`src/rtl/gfx_line_if.sv`:
```
// Pixel stream from the line rasterizer to the framebuffer writer.
interface gfx_line_if #(
    parameter int X_BITS     = 10,
    parameter int Y_BITS     = 9,
    parameter int PIXEL_BITS = 12
);
    logic [X_BITS-1:0]     gfx_x;
    logic [Y_BITS-1:0]     gfx_y;
    logic [PIXEL_BITS-1:0] gfx_color;
    logic                  gfx_valid;
    logic                  gfx_ready;
    logic                  gfx_last;

    modport master (
        output gfx_x, gfx_y, gfx_color, gfx_valid, gfx_last,
        input  gfx_ready
    );

    modport slave (
        input  gfx_x, gfx_y, gfx_color, gfx_valid, gfx_last,
        output gfx_ready
    );
endinterface

```
`src/rtl/gfx_line.sv`:
```
// Bresenham line rasterizer: walks all octants, clips off-screen pixels,
// emits one framebuffer pixel per cycle and pulses done at the end.
module gfx_line #(
    parameter int  H_VISIBLE  = 640,
    parameter int  V_VISIBLE  = 480,
    parameter int  PIXEL_BITS = 12,
    localparam int FB_X_BITS  = $clog2(H_VISIBLE),
    localparam int FB_Y_BITS  = $clog2(V_VISIBLE),
    localparam int ERR_BITS   = ((FB_X_BITS > FB_Y_BITS) ? FB_X_BITS : FB_Y_BITS) + 3
) (
    input  logic                  clk,
    input  logic                  reset,
    input  logic                  start,
    input  logic [FB_X_BITS-1:0]  x0,
    input  logic [FB_X_BITS-1:0]  x1,
    input  logic [FB_Y_BITS-1:0]  y0,
    input  logic [FB_Y_BITS-1:0]  y1,
    input  logic [PIXEL_BITS-1:0] color,
    output logic                  busy,
    output logic                  done,
    gfx_line_if.master            pix
);

    localparam logic [FB_X_BITS:0] H_LIM = (FB_X_BITS+1)'(H_VISIBLE);
    localparam logic [FB_Y_BITS:0] V_LIM = (FB_Y_BITS+1)'(V_VISIBLE);

    typedef enum logic [1:0] {S_IDLE, S_INIT, S_DRAW} state_t;

    state_t state_q, state_n;

    // latched command
    logic [FB_X_BITS-1:0]  x0_q, x1_q;
    logic [FB_Y_BITS-1:0]  y0_q, y1_q;
    logic [PIXEL_BITS-1:0] color_q;

    // walker state (the pixel after the one presented)
    logic [FB_X_BITS-1:0]       cur_x_q;
    logic [FB_Y_BITS-1:0]       cur_y_q;
    logic signed [ERR_BITS-1:0] err_q, dx_q, dy_q;
    logic                       sx_neg_q, sy_neg_q;

    // presented pixel register
    logic                  out_ok_q, out_end_q;
    logic [FB_X_BITS-1:0]  gx_q;
    logic [FB_Y_BITS-1:0]  gy_q;
    logic [PIXEL_BITS-1:0] gc_q;
    logic                  gv_q, gl_q;
    logic                  done_q;

    // combinational helpers
    logic signed [ERR_BITS-1:0] x0_s, x1_s, y0_s, y1_s;
    logic signed [ERR_BITS-1:0] dx_init, dy_init, err_n;
    logic signed [ERR_BITS:0]   e2, dx_w, dy_w;
    logic                       step_x, step_y;
    logic                       cur_vis, cur_end;
    logic                       consumed, advance, finish;

    assign x0_s = ERR_BITS'(x0_q);
    assign x1_s = ERR_BITS'(x1_q);
    assign y0_s = ERR_BITS'(y0_q);
    assign y1_s = ERR_BITS'(y1_q);

    assign dx_init = (x1_s >= x0_s) ? (x1_s - x0_s) : (x0_s - x1_s);
    assign dy_init = (y1_s >= y0_s) ? (y0_s - y1_s) : (y1_s - y0_s);

    assign e2     = {err_q, 1'b0};
    assign dx_w   = {dx_q[ERR_BITS-1], dx_q};
    assign dy_w   = {dy_q[ERR_BITS-1], dy_q};
    assign step_x = (e2 >= dy_w);
    assign step_y = (e2 <= dx_w);

    assign cur_vis = ({1'b0, cur_x_q} < H_LIM) && ({1'b0, cur_y_q} < V_LIM);
    assign cur_end = (cur_x_q == x1_q) && (cur_y_q == y1_q);

    // A clipped pixel sits in the output register with valid low and is
    // retired unconditionally; a visible one waits for ready.
    assign consumed = out_ok_q && (!gv_q || pix.gfx_ready);
    assign advance  = !out_ok_q || consumed;
    assign finish   = (state_q == S_DRAW) && consumed && out_end_q;

    // Both error updates use the same old e2.
    always_comb begin
        err_n = err_q;
        if (step_x) err_n = err_n + dy_q;
        if (step_y) err_n = err_n + dx_q;
    end

    // Next-state logic.
    always_comb begin
        state_n = state_q;
        case (state_q)
            S_IDLE:  if (start) state_n = S_INIT;
            S_INIT:  state_n = S_DRAW;
            S_DRAW:  if (finish) state_n = S_IDLE;
            default: state_n = S_IDLE;
        endcase
    end

    // State register.
    always_ff @(posedge clk or posedge reset) begin
        if (reset) state_q <= S_IDLE;
        else       state_q <= state_n;
    end

    // Command latch, Bresenham walker and output register.
    // The walker runs one pixel ahead of the output register so a new pixel
    // can be loaded on the same edge the presented one is consumed.
    always_ff @(posedge clk or posedge reset) begin
        if (reset) begin
            x0_q      <= '0;
            x1_q      <= '0;
            y0_q      <= '0;
            y1_q      <= '0;
            color_q   <= '0;
            cur_x_q   <= '0;
            cur_y_q   <= '0;
            err_q     <= '0;
            dx_q      <= '0;
            dy_q      <= '0;
            sx_neg_q  <= 1'b0;
            sy_neg_q  <= 1'b0;
            out_ok_q  <= 1'b0;
            out_end_q <= 1'b0;
            gx_q      <= '0;
            gy_q      <= '0;
            gc_q      <= '0;
            gv_q      <= 1'b0;
            gl_q      <= 1'b0;
            done_q    <= 1'b0;
        end else begin
            done_q <= finish;
            case (state_q)
                S_IDLE: begin
                    if (start) begin
                        x0_q    <= x0;
                        x1_q    <= x1;
                        y0_q    <= y0;
                        y1_q    <= y1;
                        color_q <= color;
                    end
                end
                S_INIT: begin
                    dx_q      <= dx_init;
                    dy_q      <= dy_init;
                    sx_neg_q  <= !(x0_q < x1_q);
                    sy_neg_q  <= !(y0_q < y1_q);
                    err_q     <= dx_init + dy_init;
                    cur_x_q   <= x0_q;
                    cur_y_q   <= y0_q;
                    out_ok_q  <= 1'b0;
                    out_end_q <= 1'b0;
                end
                S_DRAW: begin
                    if (advance) begin
                        if (finish) begin
                            out_ok_q  <= 1'b0;
                            out_end_q <= 1'b0;
                            gv_q      <= 1'b0;
                            gl_q      <= 1'b0;
                        end else begin
                            gx_q      <= cur_x_q;
                            gy_q      <= cur_y_q;
                            gc_q      <= color_q;
                            gv_q      <= cur_vis;
                            gl_q      <= cur_end && cur_vis;
                            out_ok_q  <= 1'b1;
                            out_end_q <= cur_end;
                            if (!cur_end) begin
                                if (step_x)
                                    cur_x_q <= sx_neg_q ? cur_x_q - FB_X_BITS'(1)
                                                        : cur_x_q + FB_X_BITS'(1);
                                if (step_y)
                                    cur_y_q <= sy_neg_q ? cur_y_q - FB_Y_BITS'(1)
                                                        : cur_y_q + FB_Y_BITS'(1);
                                err_q <= err_n;
                            end
                        end
                    end
                end
                default: ;
            endcase
        end
    end

    assign busy          = (state_q != S_IDLE);
    assign done          = done_q;
    assign pix.gfx_x     = gx_q;
    assign pix.gfx_y     = gy_q;
    assign pix.gfx_color = gc_q;
    assign pix.gfx_valid = gv_q;
    assign pix.gfx_last  = gl_q;

endmodule

```
`src/flat_wrapper.sv`:
```
// flat-port wrapper written by rule: the top's interface ports become plain ports
module gfx_line_flat 
#(
    parameter int  H_VISIBLE  = 640,
    parameter int  V_VISIBLE  = 480,
    parameter int  PIXEL_BITS = 12,
    localparam int FB_X_BITS  = $clog2(H_VISIBLE),
    localparam int FB_Y_BITS  = $clog2(V_VISIBLE),
    localparam int ERR_BITS   = ((FB_X_BITS > FB_Y_BITS) ? FB_X_BITS : FB_Y_BITS) + 3
)
  (clk, reset, start, x0, x1, y0, y1, color, busy, done, pix_gfx_x, pix_gfx_y, pix_gfx_color, pix_gfx_valid, pix_gfx_last, pix_gfx_ready);
  gfx_line_if #(.X_BITS(10), .Y_BITS(9), .PIXEL_BITS(PIXEL_BITS)) pix_i ();
  input  logic clk;
  input  logic reset;
  input  logic start;
  input  logic [FB_X_BITS-1:0] x0;
  input  logic [FB_X_BITS-1:0] x1;
  input  logic [FB_Y_BITS-1:0] y0;
  input  logic [FB_Y_BITS-1:0] y1;
  input  logic [PIXEL_BITS-1:0] color;
  output logic busy;
  output logic done;
  output wire logic [$bits(pix_i.gfx_x)-1:0] pix_gfx_x;
  output wire logic [$bits(pix_i.gfx_y)-1:0] pix_gfx_y;
  output wire logic [$bits(pix_i.gfx_color)-1:0] pix_gfx_color;
  output wire logic [$bits(pix_i.gfx_valid)-1:0] pix_gfx_valid;
  output wire logic [$bits(pix_i.gfx_last)-1:0] pix_gfx_last;
  input wire logic [$bits(pix_i.gfx_ready)-1:0] pix_gfx_ready;
  assign pix_gfx_x = pix_i.gfx_x;
  assign pix_gfx_y = pix_i.gfx_y;
  assign pix_gfx_color = pix_i.gfx_color;
  assign pix_gfx_valid = pix_i.gfx_valid;
  assign pix_gfx_last = pix_i.gfx_last;
  assign pix_i.gfx_ready = pix_gfx_ready;
  gfx_line #(.H_VISIBLE(H_VISIBLE), .V_VISIBLE(V_VISIBLE), .PIXEL_BITS(PIXEL_BITS)) u_core (.clk(clk), .reset(reset), .start(start), .x0(x0), .x1(x1), .y0(y0), .y1(y1), .color(color), .busy(busy), .done(done), .pix(pix_i));
endmodule
```
`config.mk`:
```
export PLATFORM = sky130hd
export DESIGN_NAME = gfx_line_flat
export DESIGN_NICKNAME = d
export VERILOG_FILES = /design/src/rtl/gfx_line_if.sv /design/src/rtl/gfx_line.sv /design/src/flat_wrapper.sv
export SDC_FILE = /design/constraint.sdc
export NUM_CORES = 1
export LEC_CHECK = 0
export BUFFER_PORTS_ARGS = -buffer_cell sky130_fd_sc_hd__buf_2
export CAP_MARGIN = 15
export CORE_AREA = 5 5 147 149
export DETAILED_ROUTE_END_ITERATION = 16
export DIE_AREA = 0 0 152 154
export MAX_ROUTING_LAYER = met4
export PLACE_DENSITY = 0.88
export SLEW_MARGIN = 15
export SYNTH_ARGS = -nofsm -noshare
export SYNTH_HDL_FRONTEND = slang
export SYNTH_SLANG_ARGS = --single-unit
```
`constraint.sdc`:
```
create_clock -name clk -period 4 [get_ports clk]
set_input_delay 0.2 -clock clk [delete_from_list [all_inputs] [get_ports clk]]
set_output_delay 0.2 -clock clk [all_outputs]
set_load 0.02 [all_outputs]
```
; ---- Word-level counts from Yosys, hierarchy flattened
; Index checks and enable logic that the tools add are counted.
[word_totals]
regBits = 148
latch_bits = 0
ramBits = 0
mem_bits_ro = 0
in_bits = 54
memories = 0
[op_classes]
n_addsub = 11
mul = 0
div = 0
n_lt_le_gt_ge = 8
eq_ne = 11
shifts = 0
n_mux = 31
bitwise_logic = 1
n_reduce_logical = 23
[ops]
columns = operator, count
row1 = 13-bit 2-to-1 mux, 7
row2 = 10-bit 2-to-1 mux, 5
row3 = 9-bit 2-to-1 mux, 5
row4 = 13-bit adder, 3
row5 = 13-bit case mux with 2 select lines, 1
row6 = 10-bit by 10-bit subtractor with 11-bit output, 2
row7 = 10-bit case mux with 2 select lines, 1
row8 = 9-bit by 9-bit subtractor with 10-bit output, 2
row9 = 9-bit case mux with 2 select lines, 1
row10 = 14-bit by 13-bit greater-or-equal comparator with 1-bit output, 1
row11 = 14-bit by 13-bit <= comparator with 1-bit output, 1
row12 = "10-bit by 1-bit adder with 10-bit output, second input constant", 1
row13 = 10-bit equality test, 1
row14 = 10-bit greater-or-equal comparator, 1
row15 = 10-bit < comparator, 1
row16 = "10-bit < comparator, second input constant", 1
row17 = 5-bit AND reduction, 2
row18 = "10-bit by 1-bit subtractor with 10-bit output, second input constant", 1
row19 = "9-bit by 1-bit adder with 9-bit output, second input constant", 1
row20 = 9-bit equality test, 1
row21 = 9-bit greater-or-equal comparator, 1
row22 = 9-bit < comparator, 1
row23 = "9-bit < comparator, second input constant", 1
row24 = "9-bit by 1-bit subtractor with 9-bit output, second input constant", 1
row25 = other kinds (17), 42

; ---- Depth between registers and ports, before layout
[depth]
word_depth = 8
ltp_mapped = 21
ltp_nobuf = 19

; ---- Worst setup path after synthesis
; No wires, ideal clock.
[synth_path]
path_type = flip-flop to flip-flop
from = register u_core.dy_q[11]
to = register u_core.err_q[12]
t_arrival_ns = 4.163
required_time_ns = 3.913
slack_ns = -0.250
path_stages_with_launch = 21
path_buffers = 2
synth_period_minus_slack_ns = 4.250
cell_sequence = dfrtp_1 -> inv_1 -> ha_1 -> clkbuf_1 -> nand4_1 -> nor2_1 -> o21ai_1 -> a31oi_1 -> clkbuf_1 -> mux2_1 -> ha_1 -> inv_1 -> fa_1 -> nand2b_1 -> a21oi_1 -> o211ai_1 -> a31oi_1 -> xnor2_1 -> or4b_1 -> mux2_2 -> o211ai_1
[synth_between]
elab_chain_cells = 8
elab_cells_between_ends = 9
classes_between = add/sub (2) / order compare (1) / mux (6)
[synth_lines]
columns = element, line_no
row1 = start: declaration, gfx_line.sv:39  ; logic signed [ERR_BITS-1:0] err_q, dx_q, dy_q;
row2 = start signal: assignment, gfx_line.sv:144  ; dy_q <= dy_init;
row3 = 13-bit adder / 14-bit by 13-bit greater-or-equal comparator with 1-bit output (equally long branches), "gfx_line.sv:84, gfx_line.sv:69"
row4 = 13-bit 2-to-1 mux *, gfx_line.sv:84  ; if (step_x) err_n = err_n + dy_q;
row5 = 13-bit adder, gfx_line.sv:85  ; if (step_y) err_n = err_n + dx_q;
row6 = 13-bit 2-to-1 mux *, gfx_line.sv:85
row7 = 13-bit 2-to-1 mux *, gfx_line.sv:168  ; if (!cur_end) begin
row8 = 13-bit 2-to-1 mux *, gfx_line.sv:155  ; if (finish) begin
row9 = 13-bit 2-to-1 mux *, gfx_line.sv:154  ; if (advance) begin
row10 = 13-bit case mux with 2 select lines *, gfx_line.sv:132  ; case (state_q)
row11 = end signal: assignment, gfx_line.sv:147  ; err_q <= dx_init + dy_init;
row12 = end signal: assignment, gfx_line.sv:175  ; err_q <= err_n;
row13 = end: declaration, gfx_line.sv:39
; Every way passes the cells marked *; elsewhere a longest branch is shown, timed or not. The select of a mux whose other input is x is not followed.
; A chain may end at the register's enable or synchronous reset.

; ---- Worst setup path after layout
[layout_path]
from = register u_core.err_q[0]
to = register u_core.err_q[12]
[layout_between]
elab_chain_cells = 8
elab_cells_between_ends = 10
classes_between = add/sub (2) / order compare (2) / mux (6)
[layout_lines]
columns = element, line_no
row1 = 13-bit adder / 14-bit by 13-bit greater-or-equal comparator with 1-bit output (equally long branches), "gfx_line.sv:84, gfx_line.sv:69"
row2 = 13-bit 2-to-1 mux, gfx_line.sv:84
row3 = 13-bit adder, gfx_line.sv:85
row4 = 13-bit 2-to-1 mux *, gfx_line.sv:85
row5 = 13-bit 2-to-1 mux *, gfx_line.sv:168
row6 = 13-bit 2-to-1 mux *, gfx_line.sv:155
row7 = 13-bit 2-to-1 mux *, gfx_line.sv:154
row8 = 13-bit case mux with 2 select lines *, gfx_line.sv:132
; Marks and branches as above.

==> results.cfg <==
[sta]
hold_violations = 27
finalMaxSlewViolations = 0
max_slew_margin = 0.357
tightest_slew_ps = 961
hold_slack_ps = -79.2
fmax_mhz = 241
finClkSkew_ps = 12.9
fin_crit_ps = 4140
fin_setup_tns_ps = -206
period_share = 1.04
rsz0062_at_grt = true
setup_viol = 2
setup_ws_ps = -142

[run_status]
violations = hold timing, setup timing
status = complete, but fails checks

[drt]
vias = 10900
route.detailed.wl_per_inst_um = 21.6
drtIter0Drc = 1039
wirelength_mm = 37.6
drcViolationCount = 0
viasPerCell = 6.25
first_pass_iters = 5
ant_nets = 0

[worst_setup_path]
cpPeakStageDelay_ps = 470
r2r_end = u_core.err_q[12]
crit_slowest_cell = or4b_1
end_kind = flip-flop
cp_max_fo = 8
critPathLaunch = u_core.err_q[0]
worstPathArrival_ps = 4500
r2r_slack_ps = -140
critPathLaunchType = flip-flop
worstSetupPathType = flip-flop to flip-flop
cp_cell_sequence = buf_6 > ha_4 > nand2b_4 > a21oi_1 > o41a_1 > o21ai_2 > a31oi_4 > mux2_4 > ha_4 > inv_2 > fa_2 > nand2b_4 > a21oi_4 > o211ai_1 > a31oi_1 > xnor2_1 > or4b_1 > mux2_4 > o211ai_1
crit_required_ps = 4360
reg2regPathDepth = 19
r2r_start = u_core.err_q[0]

[global_routing]
grt_max_degree = 144
grt_pass1_wl_mm = 57.1
grt_usage = 0.308
grt_overflow = 0
grt_pass1_vias = 11100
antenna_found_initial = 0

[cts]
clock-root-buffer = clkbuf_16
clk_path_buf_depth = 2
clk_latency_ps = 450
cts_htree_levels = 4
path_clk_slew_ps = 70
numCtsBuffers = 17
tritoncts = built
clkSinkCount = 143

[placement]
globalplace.congestion = 0.959
io_buffer_count = 88
hpwlAfterDp_mm = 23.4

[layout]
nets = 1642
ff_latch_area_um2 = 3580
n_fill_cell = 1298
num_antenna_cells = 0
multi_input_area_um2 = 7330
syn_to_final_growth_pct = 30.1
drive_above_1_share = 0.325

[synth]
yosysWarnings = 0
synth_area_leaders = dfrtp_1 33%, ha_1 14%, mux2_2 6.9%, nand2_1 5.0%, inv_1 3.6%
synth_area_leader_cell = dfrtp_1
synth_edf_count = 0
yosysUniqueCellTypes = 73
ys_seq_area_frac = 0.327
synth_cells = 1200
synth_commonest_cells = 145 x nand2_1, 143 x dfrtp_1, 119 x ha_1
synth-seq-cells = 143
synthArstFlopShare = 1.00
synth_area_um2 = 10900
yosysMostFrequentCell = nand2_1
yosys_most_used_dff = dfrtp_1
synth.net_count = 1382
synth_top_area_frac = 0.327
synth.avg_cell_area_um2 = 9.11

[die]
rows = 52
die_x_um = 152
io_pins = 89
coreArea_um2 = 20000
start_util = 0.546
die_h_um = 154
dieArea_um2 = 23400

[hold_path]
hp-class = primary input to async pin

[run]
maxCapViolCount = 0
kinds of logic after synthesis:
logic type               share of synthesized area
XOR/XNOR                                    0.0545
AO/OA/AOI/OAI                                0.173
flip-flops                                   0.327
adder cells (fa/ha/maj)                      0.153
AND/OR/NAND/NOR                              0.139
buffers and inverters                       0.0538
multiplexers                                0.0991
cells in the final DEF, fill, tap and decap left out, types with 8 or more instances in the layout:
cell,count
a21o_1,21
ha_1,101
buf_4,168
buf_6,8
a21oi_1,66
o31ai_1,8
mux2i_1,17
or3_1,8
xnor2_1,32
nand2_1,143
o21ai_0,50
a21oi_2,8
o211ai_1,12
dfrtp_1,142
mux2_2,70
inv_6,8
o21a_1,13
clkbuf_16,17
xor2_1,30
nand2b_1,17
nor2b_1,17
nor3_1,23
nor2_1,55
o21bai_1,9
a31oi_1,9
inv_1,98
dlygate4sd3_1,19
nand3_1,19
buf_2,88
ha_4,13
through the flow:
stage / setup slack [ps] / cells / hold slack (ps) / instance area [um2] / util
after floorplan: -37.0 / 1200 / 351 / 11000 / -
after global placement: -244 / 1674 / 430 / 12800 / 0.639
after detailed placement: -463 / 1674 / 435 / 12800 / 0.639
after CTS: -95.2 / 1732 / 0.265 / 13700 / 0.685
after global routing: -350 / 1743 / -12.2 / 14200 / 0.710
final: -142 / 1743 / -79.2 / 14200 / 0.710
timing repair:
action,4_1_cts,5_1_grt
endpoints found under the setup margin,6,6
pin swaps,11,23
hold buffers,18,1
setup buffers,8,11
hold endpoints to repair,18,1
resized for setup,31,80
critical path, delay by kind of cell (launching register included):
family                     cells  cell delay (ps)
AOI/OAI and AO/OA              8             1470
and+or+nand+nor                3              700
adders and majority gates      3              680
muxes                          2              560
DFF                            1              390
buffers and inverters          2              160
xor gates and xnor gates       1              100
area by class of cell:
type / instances / area share
well taps: 270 / 0.0237
clock inverters: 14 / 0.00994
clock buffers: 18 / 0.0309
repair buffers: 284 / 0.141
flip-flops and latches: 143 / 0.252
multi-input cells: 908 / 0.515
inverters: 106 / 0.0282
per-layer routing:
| layer | track usage | share of wire | wire, um | vias to the layer above |
|---|---|---|---|---|
| met5 | - | 0 | 0 | - |
| met4 | 0.161 | 0.063 | 2350 | 0 |
| met3 | 0.0467 | 0.080 | 3020 | 228 |
| met2 | 0.514 | 0.48 | 18200 | 729 |
| met1 | 0.360 | 0.37 | 14000 | 5198 |
| li1 | - | - | - | 4734 |
state kept, by name, summed over array words and instances (netlist names), 2 cells and up:
signal,count
u_core.color_q,12
u_core.cur_x_q,10
u_core.cur_y_q,9
u_core.dx_q,11
u_core.dy_q,10
u_core.err_q,13
u_core.pix.gfx_color,12
u_core.pix.gfx_x,10
u_core.pix.gfx_y,9
u_core.state_q,2
u_core.x0_q,10
u_core.x1_q,10
u_core.y0_q,9
u_core.y1_q,9
worst max path at each step:
stage                             endpoint  depth (start not counted)  slack [ps]
after floorplan           u_core.err_q[12]                         20         -40
after global placement     u_core.err_q[9]                         20        -240
after detailed placement   u_core.err_q[9]                         20        -460
after CTS                 u_core.err_q[12]                         19        -100
after global routing      u_core.err_q[12]                         19        -350
final                     u_core.err_q[12]                         19        -140
Power is not shown: default switching activity piles up to over one toggle a cycle in this logic, so the estimate is an artifact.
